<file path="config.mk">
export PLATFORM = sky130hd
export DESIGN_NAME = mem_access_stage_flat
export DESIGN_NICKNAME = d
export VERILOG_FILES = /design/src/rtl/mem_access_stage_if.sv /design/src/rtl/mem_access_stage.sv /design/src/flat_wrapper.sv
export SDC_FILE = /design/constraint.sdc
export NUM_CORES = 1
export LEC_CHECK = 0
export BUFFER_PORTS_ARGS = -buffer_cell sky130_fd_sc_hd__buf_4
export CAP_MARGIN = 40
export CORE_MARGIN = 4
export CORE_UTILIZATION = 35
export DETAILED_ROUTE_END_ITERATION = 8
export HOLD_SLACK_MARGIN = 0.15
export SLEW_MARGIN = 20
export SYNTH_ARGS = -nofsm -noshare
export SYNTH_HDL_FRONTEND = slang
export SYNTH_SLANG_ARGS = --single-unit
</file>
<file path="constraint.sdc">
create_clock -name cpu_clk_50M -period 2.8 [get_ports cpu_clk_50M]
set_clock_uncertainty 0.1 [all_clocks]
set_input_delay 0.56 -clock cpu_clk_50M [delete_from_list [all_inputs] [get_ports cpu_clk_50M]]
set_output_delay 0.56 -clock cpu_clk_50M [all_outputs]
set_load 0.05 [all_outputs]
</file>
<file path="src/rtl/mem_access_stage_if.sv">
// mem_access_stage_if: req/ack data bus between the MEM stage (master) and memory (slave).
interface mem_access_stage_if #(
    parameter int ADDR_W = 32
);
    logic              req;
    logic              we;
    logic [ADDR_W-1:0] addr;
    logic [3:0]        be;
    logic [31:0]       wdata;
    logic [31:0]       rdata;
    logic              ack;
    modport master(output req, we, addr, be, wdata, input rdata, ack);
    modport slave(input req, we, addr, be, wdata, output rdata, ack);
endinterface

</file>
<file path="src/rtl/mem_access_stage.sv">
// mem_access_stage: MEM stage and MEM/WB register performing loads/stores over a req/ack bus.
`ifndef MINIMIPS32_DEFS
`define MINIMIPS32_DEFS
`define ALUOP_BUS      7:0
`define REG_ADDR_BUS   4:0
`define REG_BUS        31:0
`define INST_ADDR_BUS  31:0
`define WORD_BUS       31:0
`define EXC_CODE_BUS   4:0
`define REG_NOP        5'b00000
`define PC_INIT        32'hBFC0_0000
`define EXC_NONE       5'h10
`define EXC_ADEL       5'h04
`define EXC_ADES       5'h05
`define EXC_DBE        5'h07
`define MINIMIPS32_LB  8'h90
`define MINIMIPS32_LBU 8'h91
`define MINIMIPS32_LH  8'h92
`define MINIMIPS32_LHU 8'h93
`define MINIMIPS32_LW  8'h94
`define MINIMIPS32_SB  8'h98
`define MINIMIPS32_SH  8'h99
`define MINIMIPS32_SW  8'h9A
`endif

module mem_access_stage #(
  parameter int ADDR_W = 32,
  parameter int TIMEOUT_CYCLES = 255
) (
  input  logic                   cpu_clk_50M,
  input  logic                   cpu_rst,
  input  logic [`ALUOP_BUS]      mem_aluop,
  input  logic [`REG_ADDR_BUS]   mem_wa,
  input  logic                   mem_wreg,
  input  logic [`REG_BUS]        mem_wd,
  input  logic                   mem_mreg,
  input  logic [`REG_BUS]        mem_din,
  input  logic [`INST_ADDR_BUS]  mem_pc,
  input  logic [`EXC_CODE_BUS]   mem_exccode,
  input  logic                   flush,
  mem_access_stage_if.master     dbus,
  output logic                   stall_req_mem,
  output logic [`REG_ADDR_BUS]   wb_wa,
  output logic                   wb_wreg,
  output logic [`REG_BUS]        wb_wd,
  output logic [`INST_ADDR_BUS]  wb_pc,
  output logic [`EXC_CODE_BUS]   wb_exccode,
  output logic [`WORD_BUS]       wb_badvaddr
);
  typedef enum logic [1:0] {IDLE, WAIT, DRAIN} state_t;
  state_t state, state_nx;
  logic [31:0] addr, shifted, load_data, cur_wdata, f_wdata;
  logic [3:0] cur_be, f_be;
  logic [ADDR_W-1:0] f_addr;
  logic [`EXC_CODE_BUS] exc;
  logic is_load, is_store, is_byte, is_half, is_signed, misal, up_exc, access, done, req, timeout, f_we;
  logic unused_mreg;
  assign addr = mem_wd;
  assign unused_mreg = mem_mreg;
  always_comb begin
    is_load = mem_aluop inside {`MINIMIPS32_LB, `MINIMIPS32_LBU, `MINIMIPS32_LH, `MINIMIPS32_LHU, `MINIMIPS32_LW};
    is_store = mem_aluop inside {`MINIMIPS32_SB, `MINIMIPS32_SH, `MINIMIPS32_SW};
    is_byte = mem_aluop inside {`MINIMIPS32_LB, `MINIMIPS32_LBU, `MINIMIPS32_SB};
    is_half = mem_aluop inside {`MINIMIPS32_LH, `MINIMIPS32_LHU, `MINIMIPS32_SH};
    is_signed = mem_aluop inside {`MINIMIPS32_LB, `MINIMIPS32_LH};
    misal = is_half ? addr[0] : (mem_aluop inside {`MINIMIPS32_LW, `MINIMIPS32_SW}) ? |addr[1:0] : 1'b0;
    up_exc = mem_exccode != `EXC_NONE;
    exc = up_exc ? mem_exccode : !misal ? `EXC_NONE : is_load ? `EXC_ADEL : `EXC_ADES;
    access = (is_load | is_store) & exc == `EXC_NONE & !flush & !cpu_rst;
    cur_be = is_byte ? 4'b0001 << addr[1:0] : is_half ? 4'b0011 << addr[1:0] : 4'b1111;
    cur_wdata = is_byte ? {4{mem_din[7:0]}} : is_half ? {2{mem_din[15:0]}} : mem_din;
    shifted = dbus.rdata >> {addr[1:0], 3'b000};
    load_data = is_byte ? {{24{is_signed & shifted[7]}}, shifted[7:0]}
              : is_half ? {{16{is_signed & shifted[15]}}, shifted[15:0]} : shifted;
  end
`ifdef MEM_TIMEOUT_EN
  localparam int CNT_W = $clog2(TIMEOUT_CYCLES + 1) < 8 ? 8 : $clog2(TIMEOUT_CYCLES + 1);
  logic [CNT_W-1:0] cnt;
  always_ff @(posedge cpu_clk_50M)
    cnt <= (cpu_rst | state != WAIT) ? '0 : cnt + CNT_W'(1);
  assign timeout = state == WAIT & !dbus.ack & cnt == CNT_W'(TIMEOUT_CYCLES - 1);
`else
  assign timeout = 1'b0;
`endif
  always_comb begin
    state_nx = state;
    req = 1'b1;
    stall_req_mem = 1'b0;
    done = 1'b0;
    case (state)
      IDLE: begin
        req = access;
        stall_req_mem = access & !dbus.ack;
        if (stall_req_mem) state_nx = WAIT;
      end
      WAIT: begin
        done = dbus.ack | timeout;
        stall_req_mem = !done & !cpu_rst;
        if (dbus.ack) state_nx = IDLE;
        else if (flush | timeout) state_nx = DRAIN;
      end
      DRAIN: begin
        stall_req_mem = access;
        if (dbus.ack) state_nx = IDLE;
      end
      default: state_nx = IDLE;
    endcase
    if (cpu_rst) req = 1'b0;
  end
  always_ff @(posedge cpu_clk_50M)
    state <= cpu_rst ? IDLE : state_nx;
  always_ff @(posedge cpu_clk_50M) begin
    if (cpu_rst) begin
      f_we <= 1'b0;
      f_addr <= '0;
      f_be <= '0;
      f_wdata <= '0;
    end else if (state == IDLE) begin
      f_we <= is_store;
      f_addr <= {addr[ADDR_W-1:2], 2'b00};
      f_be <= cur_be;
      f_wdata <= cur_wdata;
    end
  end
  assign dbus.req = req;
  assign dbus.we = state == IDLE ? is_store : f_we;
  assign dbus.addr = state == IDLE ? {addr[ADDR_W-1:2], 2'b00} : f_addr;
  assign dbus.be = state == IDLE ? cur_be : f_be;
  assign dbus.wdata = state == IDLE ? cur_wdata : f_wdata;
  always_ff @(posedge cpu_clk_50M) begin
    if (cpu_rst | flush | stall_req_mem) begin
      wb_wa <= `REG_NOP;
      wb_wreg <= 1'b0;
      wb_wd <= '0;
      wb_pc <= `PC_INIT;
      wb_exccode <= `EXC_NONE;
      wb_badvaddr <= '0;
    end else begin
      wb_wa <= mem_wa;
      wb_wreg <= mem_wreg & exc == `EXC_NONE & !is_store & !timeout;
      wb_wd <= (access & is_load & dbus.ack) ? load_data : mem_wd;
      wb_pc <= mem_pc;
      wb_exccode <= timeout ? `EXC_DBE : exc;
      wb_badvaddr <= (timeout | (misal & !up_exc)) ? addr : '0;
    end
  end
endmodule

</file>
<file path="src/flat_wrapper.sv">
// flat-port wrapper written by rule: the top's interface ports become plain ports
module mem_access_stage_flat 
#(
  parameter int ADDR_W = 32,
  parameter int TIMEOUT_CYCLES = 255
)
  (cpu_clk_50M, cpu_rst, mem_aluop, mem_wa, mem_wreg, mem_wd, mem_mreg, mem_din, mem_pc, mem_exccode, flush, stall_req_mem, wb_wa, wb_wreg, wb_wd, wb_pc, wb_exccode, wb_badvaddr, dbus_req, dbus_we, dbus_addr, dbus_be, dbus_wdata, dbus_rdata, dbus_ack);
  mem_access_stage_if #(.ADDR_W(ADDR_W)) dbus_i ();
  input  logic cpu_clk_50M;
  input  logic cpu_rst;
  input  logic [`ALUOP_BUS] mem_aluop;
  input  logic [`REG_ADDR_BUS] mem_wa;
  input  logic mem_wreg;
  input  logic [`REG_BUS] mem_wd;
  input  logic mem_mreg;
  input  logic [`REG_BUS] mem_din;
  input  logic [`INST_ADDR_BUS] mem_pc;
  input  logic [`EXC_CODE_BUS] mem_exccode;
  input  logic flush;
  output logic stall_req_mem;
  output logic [`REG_ADDR_BUS] wb_wa;
  output logic wb_wreg;
  output logic [`REG_BUS] wb_wd;
  output logic [`INST_ADDR_BUS] wb_pc;
  output logic [`EXC_CODE_BUS] wb_exccode;
  output logic [`WORD_BUS] wb_badvaddr;
  output wire logic [$bits(dbus_i.req)-1:0] dbus_req;
  output wire logic [$bits(dbus_i.we)-1:0] dbus_we;
  output wire logic [$bits(dbus_i.addr)-1:0] dbus_addr;
  output wire logic [$bits(dbus_i.be)-1:0] dbus_be;
  output wire logic [$bits(dbus_i.wdata)-1:0] dbus_wdata;
  input wire logic [$bits(dbus_i.rdata)-1:0] dbus_rdata;
  input wire logic [$bits(dbus_i.ack)-1:0] dbus_ack;
  assign dbus_req = dbus_i.req;
  assign dbus_we = dbus_i.we;
  assign dbus_addr = dbus_i.addr;
  assign dbus_be = dbus_i.be;
  assign dbus_wdata = dbus_i.wdata;
  assign dbus_i.rdata = dbus_rdata;
  assign dbus_i.ack = dbus_ack;
  mem_access_stage #(.ADDR_W(ADDR_W), .TIMEOUT_CYCLES(TIMEOUT_CYCLES)) u_core (.cpu_clk_50M(cpu_clk_50M), .cpu_rst(cpu_rst), .mem_aluop(mem_aluop), .mem_wa(mem_wa), .mem_wreg(mem_wreg), .mem_wd(mem_wd), .mem_mreg(mem_mreg), .mem_din(mem_din), .mem_pc(mem_pc), .mem_exccode(mem_exccode), .flush(flush), .dbus(dbus_i), .stall_req_mem(stall_req_mem), .wb_wa(wb_wa), .wb_wreg(wb_wreg), .wb_wd(wb_wd), .wb_pc(wb_pc), .wb_exccode(wb_exccode), .wb_badvaddr(wb_badvaddr));
endmodule
</file>
==> results of run 1 <==
[Yosys cell counts, types with 3 or more instances]
cell and number:
nand2_1 195, dfxtp_1 178, a21oi_1 59, nor2_1 44, nor2b_1 41, clkbuf_1 37, and3_1 34, and2_1 31
mux2i_1 24, o21ai_0 21, a211oi_1 19, nand3_1 15, buf_2 13, nand2b_1 12, a21o_1 11, o22ai_1 11
mux2_2 9, o21a_1 9, a31oi_1 8, o221ai_1 8, o41ai_1 8, nor4_1 7, buf_4 5, nor3_1 5
buf_1 4, ha_1 4, clkbuf_2 3, inv_1 3
[critical path, delay by kind of cell]
kind / cells / cell delay, ns
buffers and inverters: 2 / 0.26
and+or+nand+nor: 4 / 1.27
AOI/OAI and AO/OA: 1 / 0.13
[flip-flops by register name (all words and copies together) (netlist names)]
signal	count
u_core.f_addr	32
u_core.f_wdata	32
u_core.wb_badvaddr	32
u_core.wb_pc	32
u_core.wb_wd	32
u_core.wb_exccode	5
u_core.wb_wa	5
u_core.f_be	4
u_core.state	2
u_core.f_we	1
u_core.wb_wreg	1
[logic make-up after synthesis]
logic type	share of synthesized area, %
adders and majority gates	0.686
DFF	48.9
buffers and inverters	4.50
muxes	4.68
AOI/OAI and AO/OA	14.4
and+or+nand+nor	26.9
[final timing paths]
| check | startpoint | endpoint | cells after the start | slack, ns |
|---|---|---|---|---|
| worst max-delay path | mem_exccode[3] | dbus_req | 7 | -0.10 |
| worst min-delay path | mem_pc[24] | u_core.wb_pc[24] | 2 | 0.21 |
| worst max register to register | u_core.state[1] | u_core.wb_wd[26] | 7 | 0.91 |
| worst min register to register | u_core.f_addr[10] | u_core.f_addr[10] | 2 | 0.36 |
[cell type report]
| type | count | area (um2) |
|---|---|---|
| Tap cell | 270 | 338 |
| Sequential cell | 178 | 3560 |
| Timing Repair Buffer | 373 | 2950 |
| Clock inverter | 15 | 209 |
| Multi-Input combinational cell | 603 | 3800 |
| Clock buffer | 17 | 425 |
| Inverter | 5 | 23.8 |
| Fill cell | 1915 | 9050 |
[what timing repair did]
action                                  4_1_cts  5_1_grt
endpoints found under the setup margin       15       52
pin swaps                                     1        1
gates resized for setup                       8       18
[power groups by stage]
stage                     clock [mW]  combinational, mW  sequential, mW
after floorplan                    0              0.484            2.86
after global placement             0               1.08            2.71
after detailed placement           0               1.09            2.71
after CTS                       2.61               1.10            2.65
after global routing            2.74               1.17            2.66
final                           2.55               1.10            2.65
[layer usage]
metal	vias up	share of wire, %
li1	3556	-
met1	3198	43
met2	261	46
met3	39	6.7
met4	0	3.3
met5	-	0
==> qor.txt, run 1 <==
Main synth FF type - dfxtp_1
initial cell density of the core - 35.8%
Worst-Margin Slew - 0.700 ns
max_cap viols - 0
combinational power share - 17.5%
type of element capturing the critical path - output port
Clk pwr share - 40.5%
power per cell area - 556 mW/mm2
clock transition at the registers of the reported paths - 0.07 ns
M1 GR Usage - 28.4%
post-route clock period utilization - 104%
Sw Share - 29.6%
nets@finish - 1334
CTS Root Cell - clkbuf_16
Power, Total - 6.30 mW
# diodes - 0
placed cell area - 0.0106 mm2
vias - 7054
# setup viols final - 2
pre-CTS setup slack - -0.171 ns
synth top area cells - dfxtp_1, nand2_1, a21oi_1, nor2b_1, mux2i_1
Max Slew Vio Count - 0
Fmax - 345 MHz
synth warn - 0
site row count - 52
worst path cell trace - buf_6 -> or4_4 -> nor2_4 -> nand4_4 -> or3_4 -> a21oi_4 -> buf_6
CTS tree - built
hold slack final - 0.209 ns
HP Class - primary input to register
synth unique cells - 56
RSZ-0062 raised after global routing - yes
Post-Layout Cell Count - 1461
Rel. slew slack - 53.3%
cell taking the most area after synthesis - dfxtp_1
fin crit period - 2.90 ns
initial DRC count - 359
Synth Instances - 851
status - finished with violations
Ports - 330
WP data required - 2.14 ns
Internal - 4.43 mW
most frequent cells in the layout - buf_4, nand2_1, dfxtp_1, a21oi_1, nor2_1
critical path class - primary input to output port
Pre-Repair DR Iteration Count - 5
Die W - 152 um
cell area after technology mapping - 0.00729 mm2
core region area - 0.0204 mm2
Vias/cell - 4.83
clock latency on the worst-skew pair - 0.42 ns
number of enable flip-flop cells after synthesis - 0
Post-DRT Antenna Nets - 0
Design Area, Final - 0.0113 mm2
DP HPWL - 20.5 mm
Sequential Power Share - 42.1%
initial antenna violation count - 0
layout cells sized above 1 - 39.5%
Synth Register Bits - 178
Net Count, Synth - 1007
CP max stage cell - or4_4
total track usage - 22.6%
Placed Cells - 1429
first-pass GRT wire length - 41.6 mm
Final WS setup - -0.102 ns
CTS buffer count - 17
setup TNS - -0.197 ns
cts hold-fix bufs - 0
critical path arrival - 2.24 ns
Layout area overhead - 55.2%
Async SR Flop Fraction - 0%
post-layout util - 55.6%
DR WL/cell - 18.3 um
Worst setup SP type - primary input
number of remaining DRC errors - 0
Overflow after GRT - 0
pin count of the biggest net entering global routing - 58
IO buf count - 328
total leakage power - 5.27 nW
Final Wtd Congestion - 0.843
Yosys top cell area share - 48.9%
failing checks - setup timing
Max FO, Critical Path - 2
clock tree buffer depth - 2
P_sw - 1.86 mW
max incr delay on CP - 0.56 ns
synthesized area per cell - 8.57 um2
met3 usage - 6.62%
worst vdd ir - 384 uV
grt met2 use - 36.5%
Die Height - 152 um
busiest grt layer - met2
clock sink total - 178
Detailed Route WL - 26.7 mm
CTS H-tree lvls - 4
most common cell after layout, fill and taps aside - buf_4
Post-CTS Setup Inserts - 0
die area - 0.0232 mm2
Hold Fails Final Rpt - 0
vias in the first global route - 7088
part of the Yosys area used for sequential elements - 48.9%
Most Frequent Cell on Critical Path - buf_6
No activity file was read; power rests on OpenSTA's default activity.
==> run 2: changes to the inputs <==
--- a/config.mk
+++ b/config.mk
@@ -5,6 +5,7 @@
 export SDC_FILE = /design/constraint.sdc
 export NUM_CORES = 1
 export LEC_CHECK = 0
+export ABC_AREA = 1
 export BUFFER_PORTS_ARGS = -buffer_cell sky130_fd_sc_hd__buf_4
 export CAP_MARGIN = 40
 export CORE_MARGIN = 4
==> run 2 against run 1 <==
  * The flow now finishes without violations
  * Non-clock buffer count rose by 4
  * Core utilization fell by 1.3 points
  * Via count rose by 9.9%
  * Global-route usage fell by 2.3 points
  * Sequential share of layout area fell by 0.33 points
  * Maximum frequency rose by 6.0%
  * Register-to-register slack got worse by 0.02 ns
  * Die area rose by 3.1%
  * Flip-flop and latch count did not move
  * Worst setup slack improved by 0.16 ns
  * Routed wire length fell by 6.0%
==> qor.txt, run 2 <==
cell area after technology mapping - 0.00753 mm2 (was 0.00729 mm2)
Die Height - 155 um (was 152 um)
Top delay family on crit path - buffers and inverters (was simple AND/OR/NAND/NOR gates)
Synth Instances - 1083 (was 851)
Post-DRT Antenna Nets - 0 (unchanged)
CTS Root Cell - clkbuf_16 (unchanged)
site row count - 53 (was 52)
cell taking the most area after synthesis - dfxtp_1 (unchanged)
initial DRC count - 443 (was 359)
initial cell density of the core - 35.7% (was 35.8%)
total leakage power - 6.06 nW (was 5.27 nW)
vias in the first global route - 7340 (was 7088)
max_cap viols - 0 (unchanged)
Final Wtd Congestion - 0.843 (about the same)
synthesized area per cell - 6.95 um2 (was 8.57 um2)
nets@finish - 1570 (was 1334)
vias - 7750 (was 7054)
P_sw - 1.84 mW (was 1.86 mW)
synth top area cells - dfxtp_1, nand2_1, nor2_1, inv_1, o21ai_0 (was dfxtp_1, nand2_1, a21oi_1, nor2b_1, mux2i_1)
IO buf count - 328 (unchanged)
CTS tree - built (unchanged)
critical path arrival - 2.08 ns (was 2.24 ns)
WP data required - 2.14 ns (about the same)
FF-to-FF End - u_core.wb_pc[3] (was u_core.wb_wd[26])
post-route clock period utilization - 97.8% (was 104%)
clock transition at the registers of the reported paths - 0.07 ns (about the same)
number of enable flip-flop cells after synthesis - 0 (unchanged)
Vias/cell - 4.55 (was 4.83)
WP buf/inv - 6 (was 2)
core region area - 0.0211 mm2 (was 0.0204 mm2)
Detailed Route WL - 25.1 mm (was 26.7 mm)
post-layout util - 54.2% (was 55.6%)
critical path class - primary input to output port (unchanged)
RSZ-0062 raised after global routing - yes (unchanged)
Rel. slew slack - 57.1% (was 53.3%)
power per cell area - 544 mW/mm2 (was 556 mW/mm2)
number of remaining DRC errors - 0 (unchanged)
Internal - 4.39 mW (was 4.43 mW)
Worst-Margin Slew - 0.643 ns (was 0.700 ns)
Yosys top cell area share - 47.3% (was 48.9%)
worst path cell trace - buf_4 -> inv_1 -> nand2_2 -> nor2_4 -> buf_6 -> buf_4 -> nand2_1 -> nand2_1 -> nand2_1 -> nand3_2 -> nor2_4 -> buf_4 -> a21oi_2 -> nand2_2 -> buf_4 (was buf_6 -> or4_4 -> nor2_4 -> nand4_4 -> or3_4 -> a21oi_4 -> buf_6)
Pre-Repair DR Iteration Count - 6 (was 5)
Crit Reg-Reg Startpoint - u_core.state[0] (was u_core.state[1])
Ports - 330 (unchanged)
DR WL/cell - 14.7 um (was 18.3 um)
Sw Share - 29.5% (was 29.6%)
Die W - 155 um (was 152 um)
pin count of the biggest net entering global routing - 96 (was 58)
number of cells on the critical path - 15 (was 7)
clock latency on the worst-skew pair - 0.43 ns (was 0.42 ns)
initial antenna violation count - 1 (was 0)
worst vdd ir - 394 uV (was 384 uV)
clock tree buffer depth - 2 (unchanged)
synth unique cells - 33 (was 56)
pre-CTS setup slack - -0.131 ns (was -0.171 ns)
Main synth FF type - dfxtp_1 (unchanged)
Most Frequent Cell on Critical Path - buf_4 (was buf_6)
Net Count, Synth - 1239 (was 1007)
Synth top cells by count - nand2_1, nor2_1, dfxtp_1 (was nand2_1, dfxtp_1, a21oi_1)
most frequent cells in the layout - buf_4, nand2_1, nor2_1, dfxtp_1, inv_1 (was buf_4, nand2_1, dfxtp_1, a21oi_1, nor2_1)
Max Slew Vio Count - 0 (unchanged)
Hold Fails Final Rpt - 0 (unchanged)
HP Class - primary input to register (unchanged)
Clk pwr share - 40.1% (was 40.5%)
Power, Total - 6.23 mW (was 6.30 mW)
cts hold-fix bufs - 0 (unchanged)
Layout area overhead - 51.8% (was 55.2%)
max incr delay on CP - 0.18 ns (was 0.56 ns)
Max FO, Critical Path - 6 (was 2)
combinational power share - 17.3% (was 17.5%)
hold slack final - 0.226 ns (was 0.209 ns)
first-pass GRT wire length - 38.9 mm (was 41.6 mm)
Reg2Reg Setup Slack - 0.89 ns (was 0.91 ns)
part of the Yosys area used for sequential elements - 47.3% (was 48.9%)
CTS buffer count - 17 (unchanged)
Placed Cells - 1663 (was 1429)
Design Area, Final - 0.0114 mm2 (was 0.0113 mm2)
Overflow after GRT - 0 (unchanged)
layout cells sized above 1 - 33.0% (was 39.5%)
type of element capturing the critical path - output port (unchanged)
die area - 0.0239 mm2 (was 0.0232 mm2)
Synth Register Bits - 178 (unchanged)
total track usage - 20.2% (was 22.6%)
Worst setup SP type - primary input (unchanged)
placed cell area - 0.0105 mm2 (was 0.0106 mm2)
most common cell after layout, fill and taps aside - buf_4 (unchanged)
reg2reg path depth - 7 (unchanged)
Final WS setup - 0.0624 ns (was -0.102 ns)
Sequential Power Share - 42.5% (was 42.1%)
# setup viols final - 0 (was 2)
DP HPWL - 18.5 mm (was 20.5 mm)
CTS H-tree lvls - 4 (unchanged)
synth warn - 0 (unchanged)
CP max stage cell - buf_4 (was or4_4)
Worst Setup EP - stall_req_mem (was dbus_req)
Fmax - 365 MHz (was 345 MHz)
origin of the worst setup path - mem_aluop[6] (was mem_exccode[3])
most common cell in the netlist - nand2_1 (unchanged)
clock sink total - 178 (unchanged)
fin crit period - 2.74 ns (was 2.90 ns)
setup TNS - 0 ns (was -0.197 ns)
status - complete, no violations (was finished with violations)
Post-Layout Cell Count - 1703 (was 1461)
Async SR Flop Fraction - 0% (unchanged)
[run 2: cell count changes after synthesis, sizes merged, moves of 24 or more]
cell,previous run,this run
inv,3,185
nor2,46,194
o21ai,22,114
nor2b,41,1
and3,34,0
and2,31,0
mux2i,24,0
[run 2: kinds of logic after synthesis]
| logic type | after synthesis | share of synthesized area, % |
|---|---|---|
| flops | 178 | 47.3 |
| simple gates | 439 | 23.4 |
| compound gates | 211 | 15.3 |
| buf+inv | 251 | 13.3 |
| fa+ha+maj | 4 | 0.664 |
[run 2: layout make-up]
cell class | instances | area [um2]
diodes | 1 | 2.50
multi-input cells | 654 | 3160
flip-flops and latches | 178 | 3560
clock buffers | 17 | 425
repair buffers | 377 | 3040
fillers | 2086 | 9650
inverters | 186 | 702
clock inverters | 15 | 193
well taps | 275 | 344
[run 2: tightest hold or removal path, cell delays in order]
cell and delay (ns):
buf_4 0.07, inv_1 0.03, nand4_1 0.06
[run 2: repair_timing]
action / in CTS / in global routing
pin swaps: 0 / 7
gates cloned: 0 / 1
endpoints found under the hold margin: 0 / 0
setup endpoints to repair: 21 / 26
gates resized for setup: 5 / 59
buffers inserted: 0 / 7
[run 2: how the worst min path moves through the flow]
| stage | startpoint | endpoint | slack (ns) | cells after the start |
|---|---|---|---|---|
| after floorplan | u_core.f_addr[0] | u_core.f_addr[0] | 0.32 | 2 |
| after global placement | u_core.f_addr[0] | u_core.f_addr[0] | 0.33 | 2 |
| after detailed placement | u_core.f_addr[0] | u_core.f_addr[0] | 0.34 | 2 |
| after CTS | mem_pc[23] | u_core.wb_pc[23] | 0.21 | 3 |
| after global routing | mem_pc[29] | u_core.wb_pc[29] | 0.22 | 3 |
| final | mem_pc[24] | u_core.wb_pc[24] | 0.23 | 3 |
[run 2: power by group through the flow]
| stage | registers, mW | clock network (mW) | logic [mW] |
|---|---|---|---|
| 4_1_cts | 2.65 | 2.57 | 1.06 |
| 3_3_place_gp | 2.70 | 0 | 1.05 |
| 5_1_grt | 2.66 | 2.68 | 1.17 |
| 6_report | 2.65 | 2.50 | 1.08 |
| 3_5_place_dp | 2.71 | 0 | 1.06 |
| 2_1_floorplan | 2.85 | 0 | 0.490 |
[run 2: routing by layer]
metal	wire, um	track usage, %	vias to the layer above
li1	-	-	4008
met1	10500	24.7	3460
met2	12100	34.3	253
met3	1980	5.85	29
met4	548	6.73	0
met5	0	0	-
